[src/rtl/pipeline_hazard_controller.sv]
// Hazard and sequencing control for the 5-stage pipeline: load-use stalls, branch squashes,
// memory-wait freeze with timeout, and saturating activity counters.
module pipeline_hazard_controller #(
  parameter int TIMEOUT_CYCLES = 255,
  parameter int CNT_W          = 16
) (
  input  logic             clk,
  input  logic             reset,
  input  logic [3:0]       ID_RegisterRs,
  input  logic [3:0]       ID_RegisterRt,
  input  logic             ID_UsesRs,
  input  logic             ID_UsesRt,
  input  logic             EX_MR,
  input  logic [3:0]       EX_RegisterRd,
  input  logic             EX_BranchTaken,
  input  logic             MEM_MR,
  input  logic             MEM_MW,
  input  logic             dmem_ready,
  input  logic             counter_clear,
  output logic             PCWrite,
  output logic             IFIDWrite,
  output logic             IFIDFlush,
  output logic             IDEXBubble,
  output logic             PipeEnable,
  output logic             dmem_req,
  output logic             mem_error,
  output logic [CNT_W-1:0] stall_cycles,
  output logic [CNT_W-1:0] freeze_cycles,
  output logic [CNT_W-1:0] flush_count
);

  typedef enum logic [1:0] {RUN, MEMWAIT, ERROR} state_t;

  state_t      state_q, state_d;
  logic [15:0] wait_cnt_q, wait_cnt_d;
  logic        mem_error_q, mem_error_d;

  logic in_error, req, mem_stall, freeze, load_use, rs_hit, rt_hit;
  logic win_branch, win_stall;

  assign in_error  = (state_q == ERROR);
  assign req       = (MEM_MR | MEM_MW) & ~in_error & ~reset;
  assign mem_stall = req & ~dmem_ready;
  assign freeze    = mem_stall | in_error;

  assign rs_hit   = ID_UsesRs & (ID_RegisterRs == EX_RegisterRd);
  assign rt_hit   = ID_UsesRt & (ID_RegisterRt == EX_RegisterRd);
  assign load_use = EX_MR & (EX_RegisterRd != 4'd0) & (rs_hit | rt_hit);

  // A branch seen during a freeze is simply held in EX and wins once the freeze lifts.
  assign win_branch = ~freeze & EX_BranchTaken;
  assign win_stall  = ~freeze & ~EX_BranchTaken & load_use;

  assign PCWrite    = ~reset & ~freeze & ~win_stall;
  assign IFIDWrite  = ~reset & ~freeze & ~win_stall;
  assign IFIDFlush  = ~reset & win_branch;
  assign IDEXBubble = ~reset & (win_branch | win_stall);
  assign PipeEnable = ~reset & ~freeze;
  assign dmem_req   = req;
  assign mem_error  = mem_error_q;

  always_comb begin
    state_d     = state_q;
    wait_cnt_d  = wait_cnt_q;
    mem_error_d = mem_error_q;
    case (state_q)
      RUN: begin
        if (mem_stall) begin
          state_d    = MEMWAIT;
          wait_cnt_d = 16'd1;
        end
      end
      MEMWAIT: begin
        if (dmem_ready || !req) begin
          state_d    = RUN;
          wait_cnt_d = 16'd0;
        end else if (wait_cnt_q == 16'(TIMEOUT_CYCLES)) begin
          state_d     = ERROR;
          mem_error_d = 1'b1;
        end else begin
          wait_cnt_d = wait_cnt_q + 16'd1;
        end
      end
      ERROR: begin
        state_d = ERROR;
      end
      default: begin
        state_d    = RUN;
        wait_cnt_d = 16'd0;
      end
    endcase
  end

  always_ff @(posedge clk or posedge reset) begin
    if (reset) begin
      state_q     <= RUN;
      wait_cnt_q  <= 16'd0;
      mem_error_q <= 1'b0;
    end else begin
      state_q     <= state_d;
      wait_cnt_q  <= wait_cnt_d;
      mem_error_q <= mem_error_d;
    end
  end

  // Counter slots: 0 = load-use stalls, 1 = freeze cycles, 2 = branch flushes.
  logic [2:0]       cnt_inc;
  logic [CNT_W-1:0] cnt_q [3];
  logic [CNT_W-1:0] cnt_d [3];

  assign cnt_inc = {win_branch, freeze, win_stall};

  genvar gi;
  generate
    for (gi = 0; gi < 3; gi++) begin : g_cnt
      always_comb begin
        cnt_d[gi] = cnt_q[gi];
        if (counter_clear) begin
          cnt_d[gi] = '0;
        end else if (cnt_inc[gi] && (cnt_q[gi] != {CNT_W{1'b1}})) begin
          cnt_d[gi] = cnt_q[gi] + CNT_W'(1);
        end
      end

      always_ff @(posedge clk or posedge reset) begin
        if (reset) begin
          cnt_q[gi] <= '0;
        end else begin
          cnt_q[gi] <= cnt_d[gi];
        end
      end
    end
  endgenerate

  assign stall_cycles  = cnt_q[0];
  assign freeze_cycles = cnt_q[1];
  assign flush_count   = cnt_q[2];

endmodule

[config.mk]
export PLATFORM = sky130hd
export DESIGN_NAME = pipeline_hazard_controller
export DESIGN_NICKNAME = d
export VERILOG_FILES = /design/src/rtl/pipeline_hazard_controller.sv
export SDC_FILE = /design/constraint.sdc
export NUM_CORES = 1
export LEC_CHECK = 0
export CAP_MARGIN = 15
export CORE_UTILIZATION = 35
export CTS_BUF_LIST = sky130_fd_sc_hd__clkbuf_8 sky130_fd_sc_hd__clkbuf_16
export DETAILED_ROUTE_END_ITERATION = 16
export PLACE_DENSITY = 0.55
export SYNTH_ARGS = -nofsm -noshare
export SYNTH_HDL_FRONTEND = slang
export SYNTH_SLANG_ARGS = --single-unit
export TNS_END_PERCENT = 50
[constraint.sdc]
create_clock -name clk -period 4.5 [get_ports clk]
set_input_delay 0.9 -clock clk [delete_from_list [all_inputs] [get_ports clk]]
set_output_delay 0.9 -clock clk [all_outputs]
set_load 0.01 [all_outputs]
Word-level counts from Yosys, hierarchy flattened

Cells that the tools add are included.

Output and inout bits: 55
Bits in registers: 67
Word-level logic and storage cells: 73
Input bits: 22

Equality and inequality tests: 11
Bitwise operators: 25
Reduce and logical (&&, ||, !) cells: 13
Multiplexer cells: 14
Add/subtract/negate cells: 4

Operators by type and width:

| kind                                                                   | count |
|---|---|
| 16-bit two-way mux                                                     | 9 |
| 16-bit by 1-bit adder with 16-bit output, second input constant        | 4 |
| 16-bit != test, second input constant                                  | 3 |
| 16-bit one-hot mux with 3 select lines                                 | 1 |
| 16-bit by 8-bit equality test with 1-bit output, second input constant | 1 |
| 1-bit AND                                                              | 14 |
| 4-bit equality test                                                    | 2 |
| 1-bit NOT                                                              | 7 |
| 2-bit two-way mux                                                      | 3 |
| 3-bit != test, second input constant                                   | 2 |
| 2-bit one-hot mux with 3 select lines                                  | 1 |
| 3-bit AND reduction                                                    | 2 |
| 2-bit nonzero test                                                     | 3 |
| 1-bit OR                                                               | 4 |
| 4-bit nonzero test                                                     | 1 |
| 1-bit logical AND                                                      | 3 |
| 2-bit by 1-bit equality test with 1-bit output, second input constant  | 1 |
| 2-bit equality test, second input constant                             | 1 |
| 2-bit logical NOT                                                      | 1 |
| 2-bit != test, second input constant                                   | 1 |
| 2-bit AND reduction                                                    | 1 |
| 1-bit logical NOT                                                      | 1 |
| 1-bit logical OR                                                       | 1 |

Logic depth before layout (Yosys ltp)

Gate-level depths: netlist (run 1).

Depth after elaboration: 12
Gate-level depth with buffers: 9
Gate-level depth less buffers: 7

Least setup slack after synthesis (run 1)

No wires, ideal clock.

Path kind: input port to output port
Start: input port reset
End: output port IFIDFlush
Cell stages on the path: 2
Arrival time: 2.701 ns
Path buffers: 0
Path slack: 0.899 ns
Data required time: 3.600 ns
Cell sequence: inv_1 and3_1

Longest elaborated chain between the ends: 7

RTL lines:

| element     | RTL line | source |
|---|---|---|
| from (decl) | 8        | `input logic reset,` |
| 1-bit NOT * | 42, 56   |  |
| 1-bit AND   | 42       | `assign req = (MEM_MR \| MEM_MW) & ~in_error & ~reset;` |
| 1-bit AND   | 43       | `assign mem_stall = req & ~dmem_ready;` |
| 1-bit OR    | 44       | `assign freeze = mem_stall \| in_error;` |
| 1-bit NOT   | 51       | `assign win_branch = ~freeze & EX_BranchTaken;` |
| 1-bit AND   | 51       |  |
| 1-bit AND * | 56       | `assign IFIDFlush = ~reset & win_branch;` |
| to (decl)   | 22       | `output logic IFIDFlush,` |

Mark *: on every way between the ends. The rest lies on a longest branch, timed or not.

Worst setup path after layout (run 1)

Start: input port reset
End: output port IDEXBubble

Longest elaborated chain between the ends: 9

RTL lines:

| element                 | RTL line | source |
|---|---|---|
| 1-bit NOT *             | 42, 57   |  |
| 1-bit AND               | 42       |  |
| 1-bit AND               | 43       |  |
| 1-bit OR                | 44       |  |
| 1-bit NOT               | 51, 52   |  |
| 1-bit AND (2 in series) | 52       | `assign win_stall = ~freeze & ~EX_BranchTaken & load_use;` |
| 1-bit OR                | 57       | `assign IDEXBubble = ~reset & (win_branch \| win_stall);` |
| 1-bit AND *             | 57       |  |
| to (decl)               | 23       | `output logic IDEXBubble,` |

Marks and branches as above.

==> metrics.txt, run 1 <==
Via density 5.33; drt first pass iters 4; Hold WC Path Type flop to flop; Max IR drop VDD 0.143 mV; grt ovf 0; P_int 0.00103 W; DR iter-0 viols 125; capture point of the worst reg-to-reg path flush_count[6]; fin util 0.471; Layout Skew 10.4 ps; cell row count 37; Design Power 0.00136 W; largest buffer count on any clock path 2; Post-CTS Hold Buffers 0; Yosys reg bits 67; power share of the sequential group 0.453; RR Startpoint flush_count[1]; status completed; post-CTS sizing 0; leakage power 1.86 nW; CP Max Fanout 5; # diodes 0; final instance area 0.00484 sq mm; Die Y 105 um; relative slew slack 0.422; TritonCTS clock tree yes; first-pass GRT wire length 15,500 um; Comb pwr share 0.086; Placement Cell Area 0.00460 sq mm; routed len/inst 14.9 um; post-synthesis cell type count 50; reg2reg path depth 7; Detail Route Antenna Nets 0; Die ar. 0.0110 sq mm; CTS Buf Count 9; sw frac 0.243; Cell Area, Synth 0.00370 sq mm; post-synth top area share 0.453; worst skew pair latency 350 ps; fin nets 501; I/O Pins 77; Worst Setup SP reset; post-CTS setup buffer count 0; GPL Wtd Cong 0.795; Initial Util 0.360; largest area contributor in the netlist dfrtp_1; Ys Warns 0; top_reg_cell synth dfrtp_1; Syn Inst Count 399; Die W 105 um; Worst Setup End Kind output pin; core region area 0.0103 sq mm; pre-CTS setup slack 488 ps; Layout Area Growth over Synthesis 30.8%; port buffer count 76; largest net degree at the start of global routing 68; sw power 0.000332 W; Post-Syn Nets 425; WL final 9180 um; sequential cell area fraction in the yosys report 0.453; Fmax achieved 251 MHz; Final period util 0.884; CTS sink cnt 67; clock network power share 0.461; Slew Limit Fails 0; WS Path Type input port to output pin; fraction of registers with async set/reset 1.00; Max Cap Viol 0; root buffer cell clkbuf_8; htree depth 3; Residual DRC 0; power density over cell area 281 mW/mm^2; final setup vio count 0; RSZ-0062 raised after global routing no; initial antenna violation count 0; share of cells above drive strength 1 0.0729; clock period minus worst slack 3980 ps; vias post-DR 3,286; Post-synth EDFFs 0; hpwl dp 6250 um; register clock-pin slew on the reported worst setup and hold paths 80 ps; top cells by area, synth dfrtp_1 45%, xor2_1 6.6%, nor2_1 4.5%; Arrival @ worst endpoint 3080 ps; Least-Margin Pin Slew 867 ps; reg2reg setup slack 2240 ps; worst endpoint required time 3600 ps; Critical Path End IDEXBubble; Hold Fails Final Rpt 0; Avg Inst Size Synth 9.28 sq um; crit path launch type input port; setup TNS 0 ps; number of global-route vias before repair 3,255; GRT Util Overall 0.174; fillers 1,041; Final WS setup 520 ps
## cells in the mapped netlist, types with 2 or more instances
cell type,number
a21oi_1,32
or3_1,14
clkbuf_1,8
and2_1,2
or2_2,2
nand3_1,25
o211ai_1,2
nand2_1,29
ha_1,4
and4_1,4
buf_6,2
nand4_1,23
and3_1,9
or4_1,14
xor2_1,28
dfrtp_1,67
nor3_1,3
o22ai_1,2
mux2i_1,2
xnor2_1,12
nor4_1,8
buf_2,2
nor2_1,44
buf_1,3
o21ai_0,15
o31ai_1,14
inv_1,6
## metrics by stage
step | cells | hold slack, ps
floorplan | 399 | 504
global placement | 600 | 454
detailed placement | 600 | 458
CTS | 616 | 478
global route | 616 | 512
finish | 616 | 471
## cell families after synthesis
logic type / after synthesis / synth area share
adders and majority gates: 4 / 0.0135
muxes: 2 / 0.00541
and+or+nand+nor: 189 / 0.278
xor gates and xnor gates: 40 / 0.0946
DFF: 67 / 0.453
AOI/OAI and AO/OA: 75 / 0.127
buffers and inverters: 22 / 0.0280
## power by group through the flow
stage	logic (W)	registers [W]	clock network [W]
finish	0.000117	0.000618	0.000628
global route	0.000130	0.000619	0.000669
CTS	0.000120	0.000618	0.000643
detailed placement	0.000119	0.000630	0
global placement	0.000118	0.000630	0
floorplan	0.0000642	0.000628	0
## final cells by class
class                   instances  area (sq um)  area share
clock buffers                   9           124      0.0256
clock inverters                 7           124      0.0256
inverters                       6          22.5     0.00465
multi-input cells             310          1930       0.398
flip-flops and latches         67          1680       0.346
well taps                     136           170      0.0351
repair buffers                 81           798       0.165
## registers in the layout, summed over array words and instances, names as in the netlist
name / count
flush_count: 16
freeze_cycles: 16
stall_cycles: 16
wait_cnt_q: 16
state_q: 2
mem_error: 1
## layer usage
metal | share of wire | wire, um | global-route usage
met2 | 0.46 | 4240 | 0.279
met5 | 0 | 0 | 0
met4 | 0.015 | 135 | 0.0664
met1 | 0.47 | 4330 | 0.224
met3 | 0.052 | 474 | 0.0455
## critical path, stage by stage
cell,delay [ps]
clkdlybuf4s50_1,560
o21bai_4,190
o21ai_4,110
nor4b_4,310
or2b_1,300
a21oi_1,160
clkdlybuf4s50_1,550
## worst min path at each step
stage	startpoint	to	slack [ps]	cells past startpoint
final	mem_error	mem_error	470	1
after global routing	mem_error	mem_error	510	1
after CTS	mem_error	mem_error	480	1
after detailed placement	mem_error	mem_error	460	1
after global placement	mem_error	mem_error	450	1
after floorplan	mem_error	mem_error	500	1
## layout by cell type (no fill, tap or decap), types with 12 or more instances in the layout
| master | netlist | layout |
|---|---|---|
| or4_1 | 14 | 14 |
| xor2_1 | 28 | 28 |
| o31ai_1 | 14 | 14 |
| a21oi_1 | 32 | 32 |
| o21ai_0 | 15 | 15 |
| nor2_1 | 44 | 44 |
| xnor2_1 | 12 | 12 |
| nand2_1 | 29 | 29 |
| nand4_1 | 23 | 23 |
| dfrtp_1 | 67 | 67 |
| clkdlybuf4s50_1 | 0 | 76 |
| or3_1 | 14 | 14 |
| nand3_1 | 25 | 25 |
Power figures use the tool's default switching activity.
==> run 2, diff against run 1 <==
CORE_UTILIZATION = 55   (was 35)
PLACE_DENSITY = 0.82   (was 0.55)
==> run 2 against run 1 <==
Effect of this change:
- the run now ends with DRC left
- critical path depth stayed put
- sequential cell count stayed put
- total power is 9.2% lower
- critical path type unchanged
- largest power group is now registers
- highest routed layer unchanged
==> metrics.txt, run 2 (synthesis gave the netlist of run 1 again) <==
Worst path slowest cell clkdlybuf4s50_1; crit path launch type input port; largest net degree at the start of global routing 68; fin util 0.732; worst skew pair latency 340 ps; Via density 6.10; post-CTS sizing 0; CTS Buf Count 9; RR Startpoint flush_count[0]; Placement Cell Area 0.00451 sq mm; Worst Setup End Kind output pin; port buffer count 76; htree depth 3; register clock-pin slew on the reported worst setup and hold paths 80 ps; hold depth 1; Layout Skew 8.05 ps; Least-Margin Pin Slew 1120 ps; commonest non-fill, non-tap cell in the layout clkdlybuf4s50_1; Design Power 0.00124 W; grt ovf 0; GRT Util Overall 0.265; setup TNS 0 ps; final instance area 0.00470 sq mm; Layout Area Growth over Synthesis 27.0%; Hold Slack 479 ps; final setup vio count 0; Fmax achieved 250 MHz; root buffer cell clkbuf_8; Die ar. 0.00707 sq mm; drt first pass iters 10; cell row count 29; capture point of the worst reg-to-reg path flush_count[6]; most frequent cells in the layout 76 x clkdlybuf4s50_1, 67 x dfrtp_1, 44 x nor2_1, 32 x a21oi_1, 29 x nand2_1; Max Cap Viol 0; Initial Util 0.577; Die W 84.1 um; I/O Pins 77; vias post-DR 3,386; Slew Limit Fails 0; DR iter-0 viols 253; CTS sink cnt 67; largest buffer count on any clock path 2; worst-path cell chain clkdlybuf4s50_1, o21bai_4, o21ai_4, nor4b_4, or2b_1, a21oi_1, clkdlybuf4s50_1; Hold Fails Final Rpt 0; failing checks DRC; fin nets 499; first-pass GRT wire length 14,800 um; WL final 9040 um; hold endpoint mem_error; Max IR drop VDD 0.179 mV; CP Max Fanout 5; RSZ-0062 raised after global routing no; worst endpoint required time 3600 ps; power density over cell area 263 mW/mm^2; Detail Route Antenna Nets 0; clock period minus worst slack 4000 ps; CP most frequent cell clkdlybuf4s50_1; TritonCTS clock tree yes; reg2reg path depth 7; Hold WC Path Type flop to flop; initial antenna violation count 0; fillers 490; relative slew slack 0.247; routed len/inst 16.3 um; Residual DRC 12; GPL Wtd Cong 0.853; post-CTS setup buffer count 0; share of cells above drive strength 1 0.0649; # diodes 0; status complete, but fails checks; core region area 0.00642 sq mm; WS Path Type input port to output pin; worst hold start mem_error; Final period util 0.890; Post-CTS Hold Buffers 0; Arrival @ worst endpoint 3100 ps; hpwl dp 6020 um; leakage power 1.83 nW; number of global-route vias before repair 3,131; reg2reg setup slack 2150 ps; CP peak stage delay 570 ps; Die Y 84.1 um
## run 2: changes by cell type in the layout (fill, tap and decap cells not counted)
cell / before / now
clkinv_4: 1 / 0
clkinvlp_4: 1 / 2
inv_1: 5 / 7
bufinv_16: 3 / 1
inv_6: 2 / 0
clkinv_2: 0 / 1
buf_4: 5 / 3
clkbuf_8: 9 / 10
## run 2: worst max path at each step
stage          cells after the start  startpoint         end  slack [ps]
6_report                           7       reset  IDEXBubble         500
3_5_place_dp                       7       reset  IDEXBubble         500
3_3_place_gp                       7       reset  IDEXBubble         530
5_1_grt                            7       reset  IDEXBubble         390
4_1_cts                            7       reset  IDEXBubble         490
2_1_floorplan                      2       reset   IFIDFlush         900
## run 2: where the power goes
group / switching (W) / internal, W / leakage [nW]
clock network: 0.000237 / 0.000266 / 0.101
logic: 0.0000670 / 0.0000493 / 0.799
registers: 0.0000105 / 0.000608 / 0.931
total: 0.000314 / 0.000924 / 1.83
## run 2: through the flow
step	worst slack (ps)	std cells
after floorplan	899	399
after global placement	535	539
after detailed placement	503	539
after CTS	490	555
after global routing	387	555
final	496	555
## run 2: metal layers
metal,vias to the layer above,track usage,share of wire
met2,110,0.430,0.48
met1,1667,0.350,0.44
li1,1603,-,-
met3,6,0.0712,0.066
met5,-,0,0
met4,0,0.0768,0.0094
## run 2: layout make-up
type	instances	area [sq um]	share of cell area
clock buffers	10	138	0.0293
clock inverters	6	57.6	0.0122
inverters	6	22.5	0.00479
multi-input cells	310	1930	0.410
flip-flops and latches	67	1680	0.356
well taps	77	96.3	0.0205
repair buffers	79	783	0.167
## run 2: critical path: cells and delay by family
family | cells | cell delay [ps]
buffers and inverters | 2 | 1130
AND/OR/NAND/NOR | 2 | 610
AO/OA/AOI/OAI | 3 | 450
==> patch 1 (settings of run 1) <==
Reset style: synchronous (`reset`), changed in 2 clocked blocks.
--- a/src/rtl/pipeline_hazard_controller.sv
+++ b/src/rtl/pipeline_hazard_controller.sv
@@ -91,7 +91,7 @@
     endcase
   end
 
-  always_ff @(posedge clk or posedge reset) begin
+  always_ff @(posedge clk) begin
     if (reset) begin
       state_q     <= RUN;
       wait_cnt_q  <= 16'd0;
@@ -122,7 +122,7 @@
         end
       end
 
-      always_ff @(posedge clk or posedge reset) begin
+      always_ff @(posedge clk) begin
         if (reset) begin
           cnt_q[gi] <= '0;
         end else begin
Function: differs if reset is asserted again (counterexample within 4 cycles, from zero or initial values and one cycle with reset high); with reset held inactive, the same outputs for 10 cycles.
==> patch 1 against run 1 <==
  * Sequential cell count did not move
  * Routed wire length grew 6.9%
  * Via count up 13%
  * Power decreased by 10%
  * Synthesized area increased by 1.9%
  * Design area fell by 0.59%
  * Fmax increased by 3.7%
  * First-iteration DRC count rose by 12%
  * Count of clock-buffer cells in the layout grew 3
  * Setup slack better by 0.14 ns
  * Largest power group is now sequential cells
==> patch 1: results (changes against run 1) <==
Largest net degree at the start of global routing -> 39 (was 68)
Critical R2R Launch -> state_q[0] (was flush_count[1])
Post-synthesis net count -> 486 (was 425)
Hold_ws -> 0.484 ns (was 0.471 ns)
Reg-to-reg endpoint -> cnt_q[2][7] (was flush_count[6])
Htree depth -> 3 (unchanged)
NumNets Final -> 554 (was 501)
Final wirelength -> 9.81 mm (was 9.18 mm)
Met2 routed WL -> 4.52 mm (was 4.24 mm)
CP arrival -> 2.94 ns (was 3.08 ns)
Reg2reg path depth -> 5 (was 7)
Distinct cell type count after synthesis -> 63 (was 50)
DRT met1 WL -> 4.63 mm (was 4.33 mm)
DP Area -> 4620 um^2 (was 4600 um^2)
P_leak -> 0.00145 uW (was 0.00186 uW)
Slew HR -> 26.1% (was 42.2%)
M1 GR Usage -> 24.0% (was 22.4%)
Layout cells sized above 1 -> 7.16% (was 7.29%)
Iter 0 DRT Violations -> 140 (was 125)
CTS buffer count -> 9 (unchanged)
Hold Path Stages -> 2 (was 1)
Reg-to-reg setup timing slack -> 2.28 ns (was 2.24 ns)
Worst min-delay path endpoint -> mem_error (unchanged)
Status -> finished clean (unchanged)
Setup Skew -> 0.00817 ns (was 0.0104 ns)
Main flop type after synthesis -> dfxtp_1 (was dfrtp_1)
Max IR drop VDD -> 0.136 mV (was 0.143 mV)
GRT met3 Usage -> 5.07% (was 4.55%)
Gpl congestion -> 0.812 (was 0.795)
Total track usage -> 18.5% (was 17.4%)
Diode count -> 0 (unchanged)
First-pass GRT wire length -> 16.8 mm (was 15.5 mm)
CP Max Fanout -> 3 (was 5)
Adder-cell share of the synthesized area -> 1.33% (was 1.35%)
DP HPWL -> 7.09 mm (was 6.25 mm)
Sequential fraction of the synthesis area -> 35.5% (was 45.3%)
First-pass iteration count of the detailed router -> 5 (was 4)
Vias in the first global route -> 3483 (was 3255)
Compound-Gate Fraction of Synth Area -> 16.6% (was 12.7%)
Vias per cell -> 5.56 (was 5.33)
Met3 WL -> 554 um (was 474 um)
Ys async rst share -> 0% (was 100%)
Synth top cells by count -> dfxtp_1 (67), nor2_1 (43), nand2_1 (37), a21oi_1 (29), xnor2_1 (26) (was dfrtp_1 (67), nor2_1 (44), a21oi_1 (32), nand2_1 (29), xor2_1 (28))
Xor/xnor share of the synthesized area -> 7.19% (was 9.46%)
Hold Path Origin -> mem_error (unchanged)
Met2 Use GR -> 29.9% (was 27.9%)
Mux cell area share after synthesis -> 2.68% (was 0.541%)
Ranking of synthesized cells by area -> dfxtp_1 (36%), xnor2_1 (6.0%), nor2_1 (4.3%) (was dfrtp_1 (45%), xor2_1 (6.6%), nor2_1 (4.5%))
patch 1: cell count changes after synthesis, moves of 5 or more:
cell / delta
xor2_1: -23
dfxtp_1: +67
nand2_1: +8
xnor2_1: +14
o31ai_1: -7
a211oi_1: +5
nor3_1: +9
mux2i_1: +7
dfrtp_1: -67
or3_1: +8
patch 1: how the worst max path moves through the flow:
stage | start | endpoint | slack (ns)
after floorplan | EX_RegisterRd[1] | PCWrite | 1.09
final | EX_RegisterRd[1] | IFIDWrite | 0.66
after global placement | EX_RegisterRd[1] | PCWrite | 0.69
after CTS | EX_RegisterRd[1] | IFIDWrite | 0.64
after detailed placement | EX_RegisterRd[1] | IFIDWrite | 0.64
after global routing | EX_RegisterRd[0] | IFIDWrite | 0.55
patch 1: report_power, final:
group          internal, uW  leakage, uW  switching [uW]
Sequential              595     0.000540            4.00
Combinational          45.9     0.000803            55.7
Clock                   295     0.000104             225
Total                   936      0.00145             284
patch 1: worst max-delay path, cell delays in order:
cell and delay [ns]:
clkdlybuf4s50_1 0.46, or4_1 0.57, nand3b_1 0.12, nor2_1 0.09, nor3_1 0.21, clkdlybuf4s50_1 0.58
patch 1: area by class of cell:
class,instances,area (um^2)
Clock buffer,12,165
Clock inverter,2,35.0
Fill cell,1061,5550
Inverter,9,33.8
Multi-Input combinational cell,361,2280
Sequential cell,67,1340
Tap cell,136,170
Timing Repair Buffer,80,791
patch 1: cells by family after synthesis:
kind of cell | Yosys count
fa+ha+maj | 4
xor+xnor | 31
buf+inv | 32
simple gates | 223
mux | 10
compound gates | 93
flops | 67
patch 1: through the flow:
stage	power [uW]	cells	setup slack (ns)
after detailed placement	715	653	0.642
after global routing	1270	667	0.551
final	1220	667	0.660
after floorplan	669	460	1.09
after global placement	714	653	0.687
after CTS	1240	667	0.640
==> patch 2 (flow settings as in run 1) <==
Made on the original files. Change the parameter `CNT_W` from 16 to 14.
--- a/src/rtl/pipeline_hazard_controller.sv
+++ b/src/rtl/pipeline_hazard_controller.sv
@@ -2,7 +2,7 @@
 // memory-wait freeze with timeout, and saturating activity counters.
 module pipeline_hazard_controller #(
   parameter int TIMEOUT_CYCLES = 255,
-  parameter int CNT_W          = 16
+  parameter int CNT_W          = 14
 ) (
   input  logic             clk,
   input  logic             reset,
Ports: changed (resized flush_count, freeze_cycles and stall_cycles); port bits go from 77 to 71. No check against the original RTL was run, so the function may have changed too.
==> patch 2 against run 1 <==
  * Sequential cell count down 6
  * Synthesized area down 7.4%
  * First-iteration DRC count up 26%
  * Design area shrank 8.4%
  * Final cell count down 5.4%
  * Clock power is 23% lower
  * Hold slack better by 0.0013 ns
  * Die area down 7.3%
  * Power fell by 15%
  * Count of clock-buffer cells in the layout is 1 higher
  * Combinational power down 11%
  * Routed wire length down 8.5%
  * Setup slack better by 0.057 ns
  * Register-to-register slack better by 0.14 ns
  * Critical path type unchanged
  * Highest routed layer unchanged
==> patch 2: results (changes against run 1) <==
Status -> finished clean (unchanged)
Sequential fraction of the synthesis area -> 44.5% (was 45.3%)
Layout Utilization -> 47.3% (was 47.1%)
First-pass GRT wire length -> 14.4 mm (was 15.5 mm)
P_seq -> 563 uW (was 618 uW)
Vias per cell -> 5.23 (was 5.33)
Hold_ws -> 0.472 ns (was 0.471 ns)
DP Cell Count -> 567 (was 600)
Seq/total area -> 34.4% (was 34.6%)
Worst-Margin Slew -> 0.784 ns (was 0.867 ns)
Multi-In Gates -> 297 (was 310)
CP arrival -> 3.02 ns (was 3.08 ns)
Met2 routed WL -> 3.80 mm (was 4.24 mm)
Worst-skew pair later-pin latency -> 0.33 ns (was 0.35 ns)
Largest net degree at the start of global routing -> 62 (was 68)
Met3 WL -> 442 um (was 474 um)
Synth top cells by count -> dfrtp_1 (61), nor2_1 (41), nand2_1 (34), nand3_1 (31), o21ai_0 (27) (was dfrtp_1 (67), nor2_1 (44), a21oi_1 (32), nand2_1 (29), xor2_1 (28))
Sw Share -> 24.7% (was 24.3%)
Vias in the first global route -> 3052 (was 3255)
Iter 0 DRT Violations -> 157 (was 125)
Via Count -> 3048 (was 3286)
Signal buffers share of area -> 16.1% (was 16.5%)
Multi-input gate area -> 1810 um^2 (was 1930 um^2)
DP Area -> 4240 um^2 (was 4600 um^2)
DRT met1 WL -> 4.06 mm (was 4.33 mm)
Final-layout clock-cell area share -> 4.34% (was 5.11%)
Fraction of the cycle the final worst path needs -> 87.2% (was 88.4%)
Reg-to-reg setup timing slack -> 2.38 ns (was 2.24 ns)
P_leak -> 0.00172 uW (was 0.00186 uW)
Ranking of synthesized cells by area -> dfrtp_1 (45%), xnor2_1 (5.1%), nand3_1 (4.5%) (was dfrtp_1 (45%), xor2_1 (6.6%), nor2_1 (4.5%))
NumNets Final -> 475 (was 501)
Reg2reg path depth -> 5 (was 7)
Clock buffer count -> 10 (was 9)
Max IR drop VDD -> 0.160 mV (was 0.143 mV)
Critical R2R Launch -> state_q[0] (was flush_count[1])
Reg-to-reg endpoint -> stall_cycles[7] (was flush_count[6])
Clock share of power -> 42.1% (was 46.1%)
Nonclk buf count -> 72 (was 81)
Layout cells sized above 1 -> 6.61% (was 7.29%)
==> patch 2: cell count changes after synthesis, moves of 6 or more <==
cell	change
xnor2_1	+8
or4_1	-12
o21ai_0	+12
xor2_1	-16
dfrtp_1	-6
nand4_1	-10
o31ai_1	-10
a21oi_1	-10
nand3_1	+6
==> patch 2: logic make-up after synthesis <==
logic type               share of synthesized area (%)
AO/OA/AOI/OAI                                     13.4
XOR/XNOR                                          8.17
adder cells (fa/ha/maj)                           1.46
buffers and inverters                             2.70
flip-flops                                        44.5
multiplexers                                      1.17
AND/OR/NAND/NOR                                   28.6
==> patch 2: routing by layer <==
metal | up-vias | track usage (%)
met4 | 0 | 5.24
li1 | 1521 | -
met2 | 72 | 29.5
met1 | 1448 | 23.2
met5 | - | 0
met3 | 7 | 5.20
==> patch 2: worst min path at each step <==
stage / from / to
floorplan: wait_cnt_q[15] / wait_cnt_q[15]
global placement: mem_error / mem_error
finish: mem_error / mem_error
CTS: mem_error / mem_error
global route: mem_error / mem_error
detailed placement: mem_error / mem_error
